<file path="src/rtl/full_adder_q2_pkg.sv">
// Shared types and constants for the full_adder_q2 slice.
package full_adder_q2_pkg;

    // Number of distinct {input_1, input_2, carry_in} vectors.
    localparam int NUM_COMBOS = 8;

    // Input vector ordered {input_1, input_2, carry_in}.
    typedef logic [2:0] combo_t;

    // One-hot mask selecting the coverage bit for a given input vector.
    function automatic logic [NUM_COMBOS-1:0] combo_onehot(input combo_t combo);
        logic [NUM_COMBOS-1:0] one;
        one = {{(NUM_COMBOS-1){1'b0}}, 1'b1};
        return one << combo;
    endfunction

endpackage

</file>
<file path="src/rtl/full_adder_cell.sv">
// Purely combinational one-bit full adder.
module full_adder_cell (
    input  logic a,
    input  logic b,
    input  logic cin,
    output logic s,
    output logic cout
);

    assign s    = a ^ b ^ cin;
    assign cout = (a & b) | (cin & (a ^ b));

endmodule

</file>
<file path="src/rtl/full_adder_q2.sv">
// Full adder with optional registered outputs and sticky input-vector coverage.
module full_adder_q2
    import full_adder_q2_pkg::*;
#(
    parameter bit REG_OUT = 1'b1
) (
    input  logic                  clk,
    input  logic                  rst,
    input  logic                  input_1,
    input  logic                  input_2,
    input  logic                  carry_in,
    output logic                  sum,
    output logic                  carry_out,
    output logic                  sum_q,
    output logic                  carry_out_q,
    output logic [NUM_COMBOS-1:0] combo_seen,
    output logic                  all_seen
);

    combo_t combo;

    assign combo = {input_1, input_2, carry_in};

    full_adder_cell u_cell (
        .a    (input_1),
        .b    (input_2),
        .cin  (carry_in),
        .s    (sum),
        .cout (carry_out)
    );

    // Sticky record of every input vector seen on a clock edge; only reset clears it.
    always_ff @(posedge clk or posedge rst) begin
        if (rst) begin
            combo_seen <= '0;
        end else begin
            combo_seen <= combo_seen | combo_onehot(combo);
        end
    end

    assign all_seen = &combo_seen;

    generate
        if (REG_OUT) begin : g_reg_out
            // One-cycle registered copy of the combinational result.
            always_ff @(posedge clk or posedge rst) begin
                if (rst) begin
                    sum_q       <= 1'b0;
                    carry_out_q <= 1'b0;
                end else begin
                    sum_q       <= sum;
                    carry_out_q <= carry_out;
                end
            end
        end else begin : g_no_reg_out
            assign sum_q       = 1'b0;
            assign carry_out_q = 1'b0;
        end
    endgenerate

endmodule

</file>
<file path="config.mk">
export PLATFORM = sky130hd
export DESIGN_NAME = full_adder_q2
export DESIGN_NICKNAME = d
export VERILOG_FILES = /design/src/rtl/full_adder_q2_pkg.sv /design/src/rtl/full_adder_cell.sv /design/src/rtl/full_adder_q2.sv
export SDC_FILE = /design/constraint.sdc
export NUM_CORES = 1
export LEC_CHECK = 0
export CAP_MARGIN = 30
export CELL_PAD_IN_SITES_DETAIL_PLACEMENT = 1
export CELL_PAD_IN_SITES_GLOBAL_PLACEMENT = 2
export CORE_MARGIN = 3
export CORE_UTILIZATION = 22
export DETAILED_ROUTE_END_ITERATION = 8
export GPL_TIMING_DRIVEN = 0
export PLACE_DENSITY = 0.83
export SLEW_MARGIN = 25
export SYNTH_ARGS = -nofsm -noshare
export SYNTH_HDL_FRONTEND = slang
export SYNTH_SLANG_ARGS = --single-unit
</file>
<file path="constraint.sdc">
create_clock -name clk -period 1.4 [get_ports clk]
set_input_delay 0.42 -clock clk [delete_from_list [all_inputs] [get_ports clk]]
set_output_delay 0.42 -clock clk [all_outputs]
set_load 0.01 [all_outputs]
</file>
== After elaboration in Yosys (flattened, before gate mapping) ==
Index checks and enable logic that the tools add are counted.
Operators by class
  shift-type cells: 1
  bitwise gates (word level): 6
  reduce and logical (&&, ||, !) cells: 1
Operators by type and width (number)
  OR 8 bit: 1
  AND reduction 8 bit: 1
  << shifter 1 x 3 -> 8 bit, first input constant: 1
  bitwise AND 1 bit: 2
  bitwise XOR 1 bit: 2
  OR 1 bit: 1
Word-level totals
  register bits after elaboration: 10
  word-level logic and storage cells: 11

== Depth between registers and ports, before layout ==
  depth after elaboration: 3
  depth in mapped cells: 2

== Cells and area by module ==
From an unflattened synthesis, not the netlist that was laid out.
Unflattened totals
  cell total of the unflattened synthesis: 28
  area total of the unflattened synthesis: 381.6 um2
By module, submodules not included
  full_adder_q2: instances 1, cells each 27, area an instance 361.6 um2
  full_adder_cell: instances 1, cells each 1, area an instance 20.0 um2

== Worst setup path after synthesis ==
No wires, ideal clock.
  kind: input port to output port
  start: input input_1
  end: output sum
  arrival: 1.006 ns
  data required time: 0.980 ns
  setup slack: -0.026 ns
  cell stages on the path: 1
  path buffers: 0
  path through: fa_1
On the way
  cells in the longest elaborated chain, start to end: 2
RTL lines
  from (decl): RTL line full_adder_q2.sv:9  | input logic input_1,
  bitwise XOR 1 bit (2 in a row): RTL line full_adder_cell.sv:10  | assign s = a ^ b ^ cin;
  to (decl): RTL line full_adder_q2.sv:12  | output logic sum,
No other way between the ends.

== Final worst setup path ==
Ends and elaborated chain as after synthesis.

==> key figures <==
STA
  • Tcrit/Tclk final: 115.1%
  • Max-slew violation count: 0
  • RSZ-0062 raised after global routing: true
  • PnR worst setup slack: -0.2120 ns
  • WHS: 0.4165 ns
  • Slew @ Worst Pin: approximately 0.37 ns
  • Period minus WS final: approximately 1.6 ns
  • Final Hold Viols: 0
  • Slew margin rel.: about three quarters
  • Final TNS setup: -0.3278 ns
  • Achievable frequency: approximately 0.62 GHz
  • Clock skew: 0 ns
  • Setup Viol. Count Final: 2

Critical path
  • CP Cell Sequence: buf_8, fa_1, buf_2
  • R2R setup slack: between 0.5 and 0.6 ns
  • CP startpoint kind: input port
  • CP max stage cell: fa_1
  • Critical Path End: sum
  • Bufs and invs on worst path: 2
  • Slowest stage delay, CP: about 0.54 ns
  • R2R cell count: 2
  • RR Endpoint: combo_seen[6]
  • CP endpoint kind: output pin
  • Delay-heaviest family, CP: adder cells
  • WP data arrival: approximately 1.2 ns
  • CP startpoint: input_1
  • CP Depth: 3
  • Critical R2R Launch: combo_seen[6]
  • Crit-path max FO: 2
  • Worst path required time: just under 1 ns
  • Crit Path Class: input port to output pin

Global routing
  • Largest net degree at the start of global routing: 11
  • Total track usage: approximately a tenth
  • Grt total ovfl: 0
  • First-pass GRT wire length: between 1000 and 1500 microns
  • Vias in the first global route: 347
  • Initial antenna violation count: 0

Status
  • Violated checks: setup timing
  • Status: finished with violations

Synthesis
  • Post-Syn Area: 375.4 sq um
  • Synth cell types: 11
  • Register area share after synthesis: about 67%
  • Post-synthesis xor/xnor area fraction: 0%
  • Synth Area in Compound Gates: between 15 and 20%
  • Simple-gate share of the synthesized area: 7.000%
  • Ys Warns: 0
  • Post-synthesis mux area share: 0%
  • Synth Area in Adders: under 10%
  • Syn Area/Cell: roughly 14 sq um
  • Post-Synthesis Net Count: 33
  • Synth Instances: 27
  • Largest family of logic cells by synthesized area: compound AO/OA/AOI/OAI gates
  • #FFs+latches synth: 10

Die
  • Die area: 2238 sq um
  • FP Rows: 14
  • Die Wd: between 40 and 50 microns
  • Core area: about 1600 sq um
  • Initial core utilization: roughly a quarter
  • Ports: 18
  • Die Span Y: about 47 microns

Clock network
  • CTS Root Cell: clkbuf_4
  • H-tree lvl count: 1
  • CTS tree: yes
  • Sink Count: 10
  • Hold buffer count at CTS: 0
  • Max Root-Sink Buffers: 2
  • Total CTS buffers: 3
  • Skew-Pair Late Insertion Delay: 0.25 ns
  • Clock transition at the registers of the reported paths: about 0.060 ns

Final layout
  • Reg area: 250.2 sq um
  • Multi-input logic area: between 100 and 150 sq um
  • Core Util, Final: between 30% and 40%
  • Most frequent cells in the layout: dfrtp_1, dlygate4sd2_1, buf_4, buf_2, clkbuf_4
  • Number of diodes: 0
  • FILL cells: ~180
  • Most common cell after layout, fill and taps aside: dfrtp_1
  • Share of cells above drive strength 1: between 30% and 40%
  • Final nets: between 50 and 60
  • Area grow syn2layout: 58.00%

Power
  • Leakage: roughly 0.25 nW
  • Peak supply drop: 0.3042 mV
  • Power Dens Cells: between 900 and 1000 nW/um^2

Placement
  • Gp weighted congestion: approximately 0.65
  • Detailed Place HPWL: between 600 and 700 microns
  • Buffers on Ports: 17

Job
  • # Max-Cap Violations: 0

Worst hold path
  • Hold Path Class: input port to flop

Detailed routing
  • DRC: 0
  • Initial DRC Count: 0
  • Avg WL per Cell: approximately 13 microns
  • Via density per instance: 4.567
  • First-pass detailed-route iteration total: 1
  • Remaining antenna violation count after routing: 0
  • Via count: 306
  • DRT Wirelength: ~900 microns
## cell type report
class | instances | share of cell area [%]
flip-flops and latches | 10 | 42.19
well taps | 16 | 3.376
inverters | 3 | 1.899
repair buffers | 21 | 29.54
clock buffers | 3 | 3.797
multi-input cells | 14 | 19.20
## cells by family after synthesis
family | Yosys count
flip-flops | 10
AO/OA/AOI/OAI | 8
AND/OR/NAND/NOR | 5
buffers and inverters | 3
adder cells (fa/ha/maj) | 1
## flip-flops by register name (all words and copies together) (netlist names)
| name | cells |
|---|---|
| sum_q | 1 |
| carry_out_q | 1 |
| combo_seen | 8 |
## through the flow
step	instances	cell area, sq um	setup slack, ns	total power, W
after global placement	60	565.5	-1.118	0.0003782
after global routing	67	593.1	-0.2389	0.0005882
after CTS	67	590.6	-0.2166	0.0005693
final	67	593.1	-0.2120	0.0005547
after floorplan	27	375.4	-0.02606	0.0003293
after detailed placement	60	565.5	-1.136	0.0003795
## synthesized netlist by cell type
cell       n  area, sq um
dfrtp_1   10        250.2
a21o_2     2        17.52
o21bai_1   2        15.01
nor2_1     2        7.510
nand2b_1   1        6.260
inv_2      1        3.750
nand4_1    2        12.51
inv_1      2        7.510
a31o_1     2        17.52
fa_1       1        20.02
a31o_2     2        17.52
## where the power goes
part	leakage (nW)	internal, W	switching, W
clock	0.0138	0.0000987	0.0000870
combinational	0.144	0.0000353	0.0000361
sequential	0.0933	0.000296	0.00000157
total	0.251	0.000430	0.000125
## worst reg2reg max path: cells and delay by family, from the launching register on
kind                   cells  cell delay, ns
DFF                        1            0.38
buffers and inverters      1            0.13
AOI/OAI and AO/OA          1            0.21
## worst min-delay path by stage
stage	slack (ns)	start	cells past startpoint	endpoint
2_1_floorplan	0.26	rst	1	carry_out_q
3_5_place_dp	0.48	combo_seen[4]	1	combo_seen[4]
6_report	0.42	carry_in	2	combo_seen[3]
3_3_place_gp	0.48	combo_seen[0]	1	combo_seen[0]
5_1_grt	0.42	carry_in	2	combo_seen[3]
4_1_cts	0.40	carry_in	2	combo_seen[3]
## per-layer routing
| layer | vias to the layer above | part of all wire, % | wire (microns) | track usage [%] |
|---|---|---|---|---|
| met4 | 0 | 0 | 0 | 6.630 |
| li1 | 147 | - | - | - |
| met5 | - | 0 | 0 | 0 |
| met2 | 9 | 52 | 460 | 16.84 |
| met1 | 150 | 41 | 359 | 10.47 |
| met3 | 0 | 6.4 | 56 | 4.981 |
## what timing repair did
| action | in CTS | in global routing |
|---|---|---|
| endpoints found under the setup margin | 13 | 5 |
| resized for setup | 43 | 2 |
| pin swaps | 2 | 0 |
| cloned | 0 | 0 |
| buffers inserted | 4 | 0 |
Note: power is estimated with default switching activity, not from simulation.
